===== src/rtl/alu_seq_core_pkg.sv =====
// Shared types and constants for the sequential ALU core.
// Holds opcode classes, opcodes, FSM states and opcode legality.
package alu_seq_core_pkg;

  typedef enum logic [1:0] {
    CLS_ARITH = 2'b00,
    CLS_BOOL  = 2'b01,
    CLS_SHIFT = 2'b10,
    CLS_CMP   = 2'b11
  } alu_cls_e;

  typedef enum logic [1:0] {
    ST_IDLE  = 2'b00,
    ST_SHIFT = 2'b01,
    ST_DONE  = 2'b10
  } state_e;

  localparam logic [5:0] OP_ADD   = 6'b000000;
  localparam logic [5:0] OP_SUB   = 6'b000001;
  localparam logic [5:0] OP_AND   = 6'b011000;
  localparam logic [5:0] OP_OR    = 6'b011110;
  localparam logic [5:0] OP_XOR   = 6'b010110;
  localparam logic [5:0] OP_A     = 6'b011010;
  localparam logic [5:0] OP_SHL   = 6'b100000;
  localparam logic [5:0] OP_SHR   = 6'b100001;
  localparam logic [5:0] OP_SRA   = 6'b100011;
  localparam logic [5:0] OP_CMPEQ = 6'b110011;
  localparam logic [5:0] OP_CMPLT = 6'b110101;
  localparam logic [5:0] OP_CMPLE = 6'b110111;

  localparam logic [1:0] SH_SHL = 2'b00;
  localparam logic [1:0] SH_SHR = 2'b01;
  localparam logic [1:0] SH_SRA = 2'b11;

  function automatic logic op_legal(
    input logic [5:0] fn
  );
    logic ok;
    case (fn)
      OP_ADD, OP_SUB,
      OP_AND, OP_OR, OP_XOR, OP_A,
      OP_SHL, OP_SHR, OP_SRA,
      OP_CMPEQ, OP_CMPLT, OP_CMPLE:
        ok = 1'b1;
      default:
        ok = 1'b0;
    endcase
    return ok;
  endfunction

endpackage


===== src/rtl/alu_seq_core_units.sv =====
// Combinational ALU building blocks.
// Adder/subtractor with flags, comparator and boolean unit.
module AddSub (
  input  logic [31:0] a,
  input  logic [31:0] b,
  input  logic        sub,
  output logic [31:0] s,
  output logic        z,
  output logic        v,
  output logic        n
);
  logic [31:0] bx;

  assign bx = b ^ {32{sub}};
  assign s  = a + bx + {31'b0, sub};
  assign z  = (s == 32'h0);
  assign n  = s[31];
  assign v  = (a[31] & bx[31] & ~s[31]) |
              (~a[31] & ~bx[31] & s[31]);
endmodule

module CmpModule (
  input  logic [1:0] fn,
  input  logic       z,
  input  logic       v,
  input  logic       n,
  output logic       c
);
  always_comb begin
    c = 1'b0;
    case (fn)
      2'b01:   c = z;
      2'b10:   c = n ^ v;
      2'b11:   c = z | (n ^ v);
      default: c = 1'b0;
    endcase
  end
endmodule

module LogicModule (
  input  logic [3:0]  fn,
  input  logic [31:0] a,
  input  logic [31:0] b,
  output logic [31:0] r
);
  // Each result bit is a lookup into fn indexed by {b,a}.
  always_comb begin
    r = 32'h0;
    for (int i = 0; i < 32; i++) begin
      r[i] = fn[{b[i], a[i]}];
    end
  end
endmodule


===== src/rtl/alu_seq_shifter.sv =====
// Bit-serial shifter: shift register, mode and down-counter.
// Shifts one position per step until the counter runs out.
module alu_seq_shifter
  import alu_seq_core_pkg::*;
(
  input  logic        clk,
  input  logic        rst_n,
  input  logic        load,
  input  logic        step,
  input  logic [1:0]  op_in,
  input  logic [31:0] ld_val,
  input  logic [4:0]  ld_amt,
  output logic [31:0] sh_nxt,
  output logic [4:0]  cnt
);
  logic [31:0] sh_q, sh_d;
  logic [4:0]  cnt_q, cnt_d;
  logic [1:0]  op_q, op_d;

  always_comb begin
    sh_nxt = {sh_q[30:0], 1'b0};
    case (op_q)
      SH_SHL:  sh_nxt = {sh_q[30:0], 1'b0};
      SH_SHR:  sh_nxt = {1'b0, sh_q[31:1]};
      SH_SRA:  sh_nxt = {sh_q[31], sh_q[31:1]};
      default: sh_nxt = {sh_q[30:0], 1'b0};
    endcase
  end

  always_comb begin
    sh_d  = sh_q;
    cnt_d = cnt_q;
    op_d  = op_q;
    if (load) begin
      sh_d  = ld_val;
      cnt_d = ld_amt;
      op_d  = op_in;
    end else if (step) begin
      sh_d  = sh_nxt;
      cnt_d = cnt_q - 5'd1;
    end
  end

  always_ff @(posedge clk or negedge rst_n) begin
    if (!rst_n) begin
      sh_q  <= 32'h0;
      cnt_q <= 5'd0;
      op_q  <= SH_SHL;
    end else begin
      sh_q  <= sh_d;
      cnt_q <= cnt_d;
      op_q  <= op_d;
    end
  end

  assign cnt = cnt_q;
endmodule


===== src/rtl/alu_seq_core.sv =====
// Sequential ALU with valid/ready handshake on both sides.
// Single-cycle arith/bool/cmp; shifts take one cycle per bit.
module alu_seq_core
  import alu_seq_core_pkg::*;
(
  input  logic        clk,
  input  logic        rst_n,
  input  logic        in_valid,
  output logic        in_ready,
  input  logic [5:0]  alufn,
  input  logic [31:0] a,
  input  logic [31:0] b,
  output logic        out_valid,
  input  logic        out_ready,
  output logic [31:0] result,
  output logic        z,
  output logic        v,
  output logic        n,
  output logic        err
);
  state_e      state_q, state_d;
  logic [31:0] result_q, result_d;
  logic        z_q, z_d;
  logic        v_q, v_d;
  logic        n_q, n_d;
  logic        err_q, err_d;

  alu_cls_e    cls;
  logic        legal;
  logic        is_shift;
  logic        accept;
  logic        sub;
  logic [31:0] as_s;
  logic        as_z, as_v, as_n;
  logic        cmp_c;
  logic [31:0] log_r;
  logic [31:0] res_c;
  logic        z_c, v_c, n_c, err_c;
  logic        sh_load, sh_step;
  logic [31:0] sh_nxt;
  logic [4:0]  sh_cnt;

  assign cls      = alu_cls_e'(alufn[5:4]);
  assign legal    = op_legal(alufn);
  assign is_shift = legal && (cls == CLS_SHIFT);
  assign sub      = alufn[0] | (cls == CLS_CMP);

  AddSub u_addsub (
    .a   (a),
    .b   (b),
    .sub (sub),
    .s   (as_s),
    .z   (as_z),
    .v   (as_v),
    .n   (as_n)
  );

  CmpModule u_cmp (
    .fn (alufn[2:1]),
    .z  (as_z),
    .v  (as_v),
    .n  (as_n),
    .c  (cmp_c)
  );

  LogicModule u_logic (
    .fn (alufn[3:0]),
    .a  (a),
    .b  (b),
    .r  (log_r)
  );

  alu_seq_shifter u_shifter (
    .clk    (clk),
    .rst_n  (rst_n),
    .load   (sh_load),
    .step   (sh_step),
    .op_in  (alufn[1:0]),
    .ld_val (a),
    .ld_amt (b[4:0]),
    .sh_nxt (sh_nxt),
    .cnt    (sh_cnt)
  );

  always_comb begin
    res_c = 32'h0;
    z_c   = 1'b1;
    v_c   = 1'b0;
    n_c   = 1'b0;
    err_c = 1'b0;
    if (!legal) begin
      err_c = 1'b1;
    end else begin
      unique case (cls)
        CLS_ARITH: begin
          res_c = as_s;
          z_c   = as_z;
          v_c   = as_v;
          n_c   = as_n;
        end
        CLS_CMP: begin
          res_c = {31'b0, cmp_c};
          z_c   = as_z;
          v_c   = as_v;
          n_c   = as_n;
        end
        CLS_BOOL: begin
          res_c = log_r;
          z_c   = (log_r == 32'h0);
          n_c   = log_r[31];
        end
        CLS_SHIFT: begin
          res_c = a;
          z_c   = (a == 32'h0);
          n_c   = a[31];
        end
      endcase
    end
  end

  assign in_ready = (state_q == ST_IDLE) ||
                    ((state_q == ST_DONE) && out_ready);
  assign accept   = in_valid && in_ready;

  always_comb begin
    state_d  = state_q;
    result_d = result_q;
    z_d      = z_q;
    v_d      = v_q;
    n_d      = n_q;
    err_d    = err_q;
    sh_load  = 1'b0;
    sh_step  = 1'b0;
    case (state_q)
      ST_IDLE, ST_DONE: begin
        if (accept) begin
          if (is_shift && (b[4:0] != 5'd0)) begin
            sh_load = 1'b1;
            state_d = ST_SHIFT;
          end else begin
            state_d  = ST_DONE;
            result_d = res_c;
            z_d      = z_c;
            v_d      = v_c;
            n_d      = n_c;
            err_d    = err_c;
          end
        end else if (state_q == ST_DONE && out_ready) begin
          state_d = ST_IDLE;
        end
      end
      ST_SHIFT: begin
        sh_step = 1'b1;
        // The final step's output goes straight to the result.
        if (sh_cnt == 5'd1) begin
          state_d  = ST_DONE;
          result_d = sh_nxt;
          z_d      = (sh_nxt == 32'h0);
          v_d      = 1'b0;
          n_d      = sh_nxt[31];
          err_d    = 1'b0;
        end
      end
      default: state_d = ST_IDLE;
    endcase
  end

  always_ff @(posedge clk or negedge rst_n) begin
    if (!rst_n) begin
      state_q  <= ST_IDLE;
      result_q <= 32'h0;
      z_q      <= 1'b0;
      v_q      <= 1'b0;
      n_q      <= 1'b0;
      err_q    <= 1'b0;
    end else begin
      state_q  <= state_d;
      result_q <= result_d;
      z_q      <= z_d;
      v_q      <= v_d;
      n_q      <= n_d;
      err_q    <= err_d;
    end
  end

  assign out_valid = (state_q == ST_DONE);
  assign result    = result_q;
  assign z         = z_q;
  assign v         = v_q;
  assign n         = n_q;
  assign err       = err_q;
endmodule


===== config.mk =====
export PLATFORM = sky130hd
export DESIGN_NAME = alu_seq_core
export DESIGN_NICKNAME = d
export VERILOG_FILES = /design/src/rtl/alu_seq_core_pkg.sv /design/src/rtl/alu_seq_core_units.sv /design/src/rtl/alu_seq_shifter.sv /design/src/rtl/alu_seq_core.sv
export SDC_FILE = /design/constraint.sdc
export NUM_CORES = 1
export LEC_CHECK = 0
export CAP_MARGIN = 10
export CORE_MARGIN = 5
export CORE_UTILIZATION = 56
export CTS_CLUSTER_SIZE = 16
export DETAILED_ROUTE_END_ITERATION = 6
export GPL_TIMING_DRIVEN = 0
export PLACE_DENSITY = 0.82
export SLEW_MARGIN = 20
export SYNTH_ARGS = -nofsm -noshare
export SYNTH_HDL_FRONTEND = slang
export SYNTH_SLANG_ARGS = --single-unit

===== constraint.sdc =====
create_clock -name clk -period 7.75 [get_ports clk]
set_clock_uncertainty 0.05 [all_clocks]
set_input_delay 2.325 -clock clk [delete_from_list [all_inputs] [get_ports clk]]
set_output_delay 2.325 -clock clk [all_outputs]
set_load 0.03 [all_outputs]

# ---- After elaboration in Yosys (flattened, before gate mapping)
# Cells that the tools add are included.
dict set report totals {
  regBits 77
  latchBits 0
  ramBits 0
  romBits 0
  input_bits 74
  output_inout_bits 38
  elab_cells 210
  n_memories 0
}
dict set report classes {
  n_addsub 3
  multipliers 0
  n_div 0
  magnitude_cmp 32
  eq_ne 26
  shifts 0
  n_mux 108
  bitwise_logic 12
  reduce_logical 20
}
# operator count
set op_table {}
lappend op_table {{32-bit two-way mux} 6}
lappend op_table {{32-bit logical NOT} 4}
lappend op_table {{32-bit one-hot mux with 2 select lines} 2}
lappend op_table {{32-bit one-hot mux with 4 select lines} 1}
lappend op_table {{2-bit by 3-bit less-than comparator with 1-bit output, second input constant} 32}
lappend op_table {{1-bit binary-select mux with 2-bit select} 32}
lappend op_table {{1-bit two-way mux} 53}
lappend op_table {{6-bit == test, second input constant} 6}
lappend op_table {{32-bit by 1-bit adder with 32-bit output} 1}
lappend op_table {{32-bit adder} 1}
lappend op_table {{32-bit bitwise XOR} 1}
lappend op_table {{6-bit by 5-bit == test with 1-bit output, second input constant} 4}
lappend op_table {{2-bit == test, second input constant} 6}
lappend op_table {{12-bit OR reduction} 1}
lappend op_table {{5-bit two-way mux} 2}
lappend op_table {{1-bit one-hot mux with 3 select lines} 3}
lappend op_table {{2-bit by 1-bit == test with 1-bit output, second input constant} 4}
lappend op_table {{2-bit two-way mux} 4}
lappend op_table {{1-bit one-hot mux with 2 select lines} 4}
lappend op_table {{6-bit by 1-bit == test with 1-bit output, second input constant} 1}
lappend op_table {{6-bit logical NOT} 1}
lappend op_table {{2-bit != test, second input constant} 3}
lappend op_table {{5-bit by 1-bit == test with 1-bit output, second input constant} 1}
lappend op_table {{5-bit nonzero test} 1}
lappend op_table {{14 further kinds} 27}

# ---- Depth between registers and ports, before layout
# Gate-level depths: netlist (run 1).
dict set report logic_depth {
  depth_word 16
  depth_mapped 18
  mapped_depth_nobuf 14
}

# ---- Hierarchy
# From an unflattened synthesis (run 1), not the netlist that was laid out.
dict set report hier_totals {
  hier_cells 923
  area_unflattened_um2 8550.7
}
# module n_inst cells_per_inst area_per_inst_um2 seq_area_each_um2
set modules_own_cells {}
lappend modules_own_cells {alu_seq_core 1 340 3045.4 950.9}
lappend modules_own_cells {AddSub 1 329 2374.8 0.0}
lappend modules_own_cells {alu_seq_shifter 1 208 2332.2 975.9}
lappend modules_own_cells {LogicModule 1 44 780.7 0.0}
lappend modules_own_cells {CmpModule 1 2 17.5 0.0}

# ---- Least setup slack after synthesis (run 1)
# Ideal clock, no wire load.
dict set report synth_path {
  path_type {input port to flip-flop}
  from {in alufn[0]}
  to {reg z_q, in the netlist z}
  setup_time_ns 0.077
  arrival_time_ns 6.027
  required_time_ns 7.623
  slack_ns 1.596
  stages 16
  n_path_buf 3
  path_cell_list {clkbuf_1 clkbuf_1 nor2_1 buf_1 xnor2_1 fa_1 a211oi_1 o21ai_0 xor2_1 nor4_1 o2111ai_1 a2111oi_1 nand4_1 nor4_2 o221ai_1 a21oi_1}
}
dict set report synth_between {
  elab_chain_len 10
  word_cells_on_any_way 93
  classes_between {add/sub (2); eq/ne (12); mux (70); bitwise (2); reduce/logical (7)}
}
# element line
set synth_rtl {}
lappend synth_rtl {{start, declared} alu_seq_core.sv:10} ;# input logic [5:0] alufn,
lappend synth_rtl {{1-bit OR} alu_seq_core.sv:46} ;# assign sub = alufn[0] | (cls == CLS_CMP);
lappend synth_rtl {{32-bit bitwise XOR} alu_seq_core_units.sv:14} ;# assign bx = b ^ {32{sub}};
lappend synth_rtl {{32-bit adder} alu_seq_core_units.sv:15} ;# assign s = a + bx + {31'b0, sub};
lappend synth_rtl {{32-bit by 1-bit adder with 32-bit output} alu_seq_core_units.sv:15}
lappend synth_rtl {{32-bit logical NOT} alu_seq_core_units.sv:16} ;# assign z = (s == 32'h0);
lappend synth_rtl {{1-bit one-hot mux with 3 select lines} alu_seq_core.sv:94} ;# unique case (cls)
lappend synth_rtl {{1-bit two-way mux} alu_seq_core.sv:91} ;# if (!legal) begin
lappend synth_rtl {{1-bit two-way mux} alu_seq_core.sv:137} ;# if (is_shift && (b[4:0] != 5'd0)) begin
lappend synth_rtl {{1-bit two-way mux} alu_seq_core.sv:136} ;# if (accept) begin
lappend synth_rtl {{1-bit one-hot mux with 2 select lines} alu_seq_core.sv:134} ;# case (state_q)
lappend synth_rtl {{end signal, assigned} alu_seq_core.sv:179} ;# z_q <= z_d;
lappend synth_rtl {{end, declared} alu_seq_core.sv:23} ;# logic z_q, z_d;
# Several ways; a longest one is shown, not always the timed one. The select of a mux whose other input is x is not followed.
# A chain may end at the register's enable or synchronous reset.

# ---- Final worst setup path (run 1)
# Same ends and word-level chain as after synthesis.

==> flow_metrics.env, run 1 <==
export IMPL_yosys_area_top_type="dfrtp_1"
export IMPL_synth_area_leaders="dfrtp_1 25%, mux4_2 9.0%, a21oi_1 6.8%"
export IMPL_vias=8519
export IMPL_ys_seq_elements=77
export IMPL_intPower_mw=1.18
export IMPL_die_x_um=128
export IMPL_clock_path_buffers=2
export IMPL_start_util_pct=56.5
export IMPL_dpl_hpwl_mm=23.7
export IMPL_ir_worst_vdd_v=0.000116
export IMPL_ys_warn_count=0
export IMPL_tightestPinTransition_ns=0.834
export IMPL_layout_worst_path_cycle_share_pct=96.8
export IMPL_cpPeakStageDelay_ns=0.57
export IMPL_slew_viol_final=0
export IMPL_final_cells=1244
export IMPL_synthMuxAreaShare_pct=14.1
export IMPL_rows=43
export IMPL_p_clk_share_pct=18.8
export IMPL_setup_slack_ns=0.251
export IMPL_viasPerCell=6.85
export IMPL_globalplace_congestion=1.01
export IMPL_tritoncts="done"
export IMPL_slew_headroom_pct=44.4
export IMPL_status="completed"
export IMPL_ctsHoldBuffers=0
export IMPL_area_growth_pct=21.0
export IMPL_ctsRootBufferMaster="clkbuf_16"
export IMPL_power_frac_comb_pct=50.9
export IMPL_powerDensity_mw_per_mm2=220
export IMPL_coreArea_sq_mm=0.0138
export IMPL_r2r_slack_ns=4.26
export IMPL_drive_gt1_share_pct=7.14
export IMPL_grt_pass1_vias=7979
export IMPL_hold_class="flop to flop"
export IMPL_cts_sinks=77
export IMPL_yosysMostFrequentCell="nand2_1"
export IMPL_cp_top_family="compound AO/OA/AOI/OAI gates"
export IMPL_final_antenna_net_count=0
export IMPL_rsz0062_at_grt="no"
export IMPL_layout_nets=1177
export IMPL_wirelength_mm=29.1
export IMPL_holdCritStartpoint="result[29]"
export IMPL_crit_buf_inv=4
export IMPL_h_tree_depth=3
export IMPL_worstPathArrival_ns=7.71
export IMPL_drt_pass1_iterations=6
export IMPL_crit_required_ns=7.96
export IMPL_timing_rr_start="u_shifter.op_q[0]"
export IMPL_port_buffers=109
export IMPL_p_leak_nw=3.56
export IMPL_synth_xor_area_share_pct=6.31
export IMPL_avgSynthCellArea_sq_um=8.28
export IMPL_synth_top_area_share_pct=24.8
export IMPL_swShare_pct=42.9
export IMPL_path_max_fanout=10
export IMPL_synth_compound_area_share_pct=26.1
export IMPL_yosys_most_used_dff="dfrtp_1"
export IMPL_die_y_um=128
export IMPL_synth_area_sq_mm=0.00778
export IMPL_dpl_cell_count=1229
export IMPL_reg2reg_depth=11
export IMPL_synth_edf_count=0
export IMPL_wl_per_cell_um=23.4
export IMPL_clkLatencyLatePin_ns=0.33
export IMPL_fmax_mhz=133
export IMPL_min_to="result[29]"
export IMPL_endpoint_kind="flop"
export IMPL_grt_max_degree=43
export IMPL_io_pin_count=112
export IMPL_worstSetupPathType="primary input to flop"
export IMPL_path_clk_slew_ns=0.05
export IMPL_die_area_sq_mm=0.0163
export IMPL_cp_cell_sequence="clkdlybuf4s50_1 > clkbuf_1 > clkbuf_2 > nor2_1 > clkdlybuf4s15_2 > xnor2_1 > fa_1 > a211oi_1 > o21ai_1 > a211oi_1 > o41ai_1 > a31oi_1 > xor2_1 > nand4_1 > nor4_4 > o221ai_1 > a21oi_1"
export IMPL_async_reset_ff_share_pct=100
export IMPL_maxCapViolCount=0
export IMPL_r2r_end="z"
export IMPL_syn_inst=939
export IMPL_yosysSeqAreaShare_pct=24.8
export IMPL_setup_viol_count_final=0
export IMPL_ys_types=67
export IMPL_synth_nets=1056
export IMPL_antenna_found_initial=0
export IMPL_drt_iter0_drc=1332
export IMPL_seqPwrFrac_pct=30.3
export IMPL_track_usage_pct=35.1
export IMPL_grt_overflow_total=0
export IMPL_hold_depth=2
export IMPL_cts_made_buffers=9
export IMPL_drc_errors=0
export IMPL_grt_pass1_wl_mm=44.4
export IMPL_cp_common_cell="a211oi_1"
export IMPL_pre_cts_slack_ns=-0.436
export IMPL_yosys_top_cells_count="113 x nand2_1, 105 x a21oi_1, 101 x o21ai_0"
export IMPL_fin_crit_ns=7.50
export IMPL_power_switching_uw=891
export IMPL_synthSimpleGateAreaFrac_pct=17.5
export IMPL_slowest_stage="a211oi_1"
export IMPL_synth_top_family_by_area="compound AO/OA/AOI/OAI gates"
export IMPL_final_hold_violation_count=0
export IMPL_synth_fa_ha_area_share_pct=7.01
export IMPL_diodes=0
export IMPL_startpoint_type="primary input"
==> cell families after synthesis <==
group / Yosys count
flops: 77
buf+inv: 85
simple gates: 285
mux: 69
xor+xnor: 56
compound gates: 324
fa+ha+maj: 43
==> tightest hold or removal path, stage by stage, from the launching register on <==
cell and delay [ns]:
dfrtp_1 0.34, nand2_1 0.04, o21ai_0 0.06
==> metal layers <==
layer / track usage, % / wire length [um] / vias to the layer above
li1: - / - / 3804
met1: 46.7 / 11500 / 4029
met2: 56.8 / 13400 / 577
met3: 5.83 / 2880 / 109
met4: 14.8 / 1370 / 0
met5: 0 / 0 / -
==> registers in the layout, summed over array words and instances, names as in the netlist <==
signal,flops
z,1
state_q,2
v,1
u_shifter.cnt,5
u_shifter.sh_q,32
result,32
err,1
n,1
u_shifter.op_q,2
==> final cells by class <==
cell class                      instances  area [sq um]
Tap cell                              180           225
Fill cell                            1196          4360
Buffer                                 72           290
Sequential cell                        77          1930
Inverter                               13          48.8
Clock inverter                          1          5.00
Multi-Input combinational cell        777          5530
Clock buffer                           14           274
Timing Repair Buffer                  110          1110
==> layout by cell type (no fill, tap or decap), types with 17 or more instances in the layout <==
master	Yosys	routed
o21ai_0	101	98
xnor2_1	43	43
ha_1	42	42
mux2i_1	35	35
nor2_1	66	66
nand4_1	24	24
dfrtp_1	77	77
clkdlybuf4s50_1	0	108
nand2_1	113	113
a22oi_1	18	18
a21oi_1	105	105
nor4_1	17	17
a221oi_1	17	17
clkbuf_1	58	59
mux4_2	31	31
==> power by group through the flow <==
stage,logic (mW),registers (mW),clock network (mW)
after global placement,1.00,0.623,0
final,1.06,0.629,0.390
after CTS,1.03,0.622,0.390
after floorplan,0.627,0.663,0
after global routing,1.13,0.641,0.409
after detailed placement,1.02,0.626,0
==> per-stage QoR <==
step / cell area [sq um] / TNS [ns] / utilization [%] / hold slack [ns] / power [mW]
4_1_cts: 9400 / 0 / 68.2 / 0.431 / 2.04
5_1_grt: 9410 / 0 / 68.3 / 0.455 / 2.18
6_report: 9410 / 0 / 68.3 / 0.427 / 2.07
3_3_place_gp: 9090 / -0.744 / 66.0 / 0.411 / 1.63
2_1_floorplan: 7780 / 0 / - / 0.432 / 1.29
3_5_place_dp: 9110 / -0.690 / 66.2 / 0.419 / 1.65
==> worst max path at each step <==
| stage | from | cells after the start | slack (ns) | to |
|---|---|---|---|---|
| after floorplan | alufn[0] | 16 | 1.60 | z |
| after global placement | alufn[0] | 17 | -0.47 | z |
| after detailed placement | alufn[0] | 17 | -0.44 | z |
| after CTS | alufn[0] | 17 | 0.0006 | z |
| after global routing | alufn[0] | 17 | 0.01 | z |
| final | alufn[0] | 17 | 0.25 | z |
==> timing repair <==
| item | in CTS | in global routing |
|---|---|---|
| buffers inserted | 0 | 0 |
| endpoints found under the setup margin | 1 | 2 |
| resized for setup | 3 | 7 |
(Power assumes the default switching activity.)
==> run 2: changes to the inputs <==
--- a/config.mk
+++ b/config.mk
@@ -5,7 +5,6 @@
 export SDC_FILE = /design/constraint.sdc
 export NUM_CORES = 1
 export LEC_CHECK = 0
-export CAP_MARGIN = 10
 export CORE_MARGIN = 5
 export CORE_UTILIZATION = 56
 export CTS_CLUSTER_SIZE = 16
==> results of run 2 <==
The final DEF is identical to that of run 1; final timing and power are the same.
==> run 3: changes to the inputs <==
--- a/config.mk
+++ b/config.mk
@@ -11,6 +11,7 @@
 export DETAILED_ROUTE_END_ITERATION = 6
 export GPL_TIMING_DRIVEN = 0
 export PLACE_DENSITY = 0.82
+export SKIP_LAST_GASP = 1
 export SLEW_MARGIN = 20
 export SYNTH_ARGS = -nofsm -noshare
 export SYNTH_HDL_FRONTEND = slang
==> results of run 3 <==
The final DEF is identical to that of run 1; final timing and power are the same.
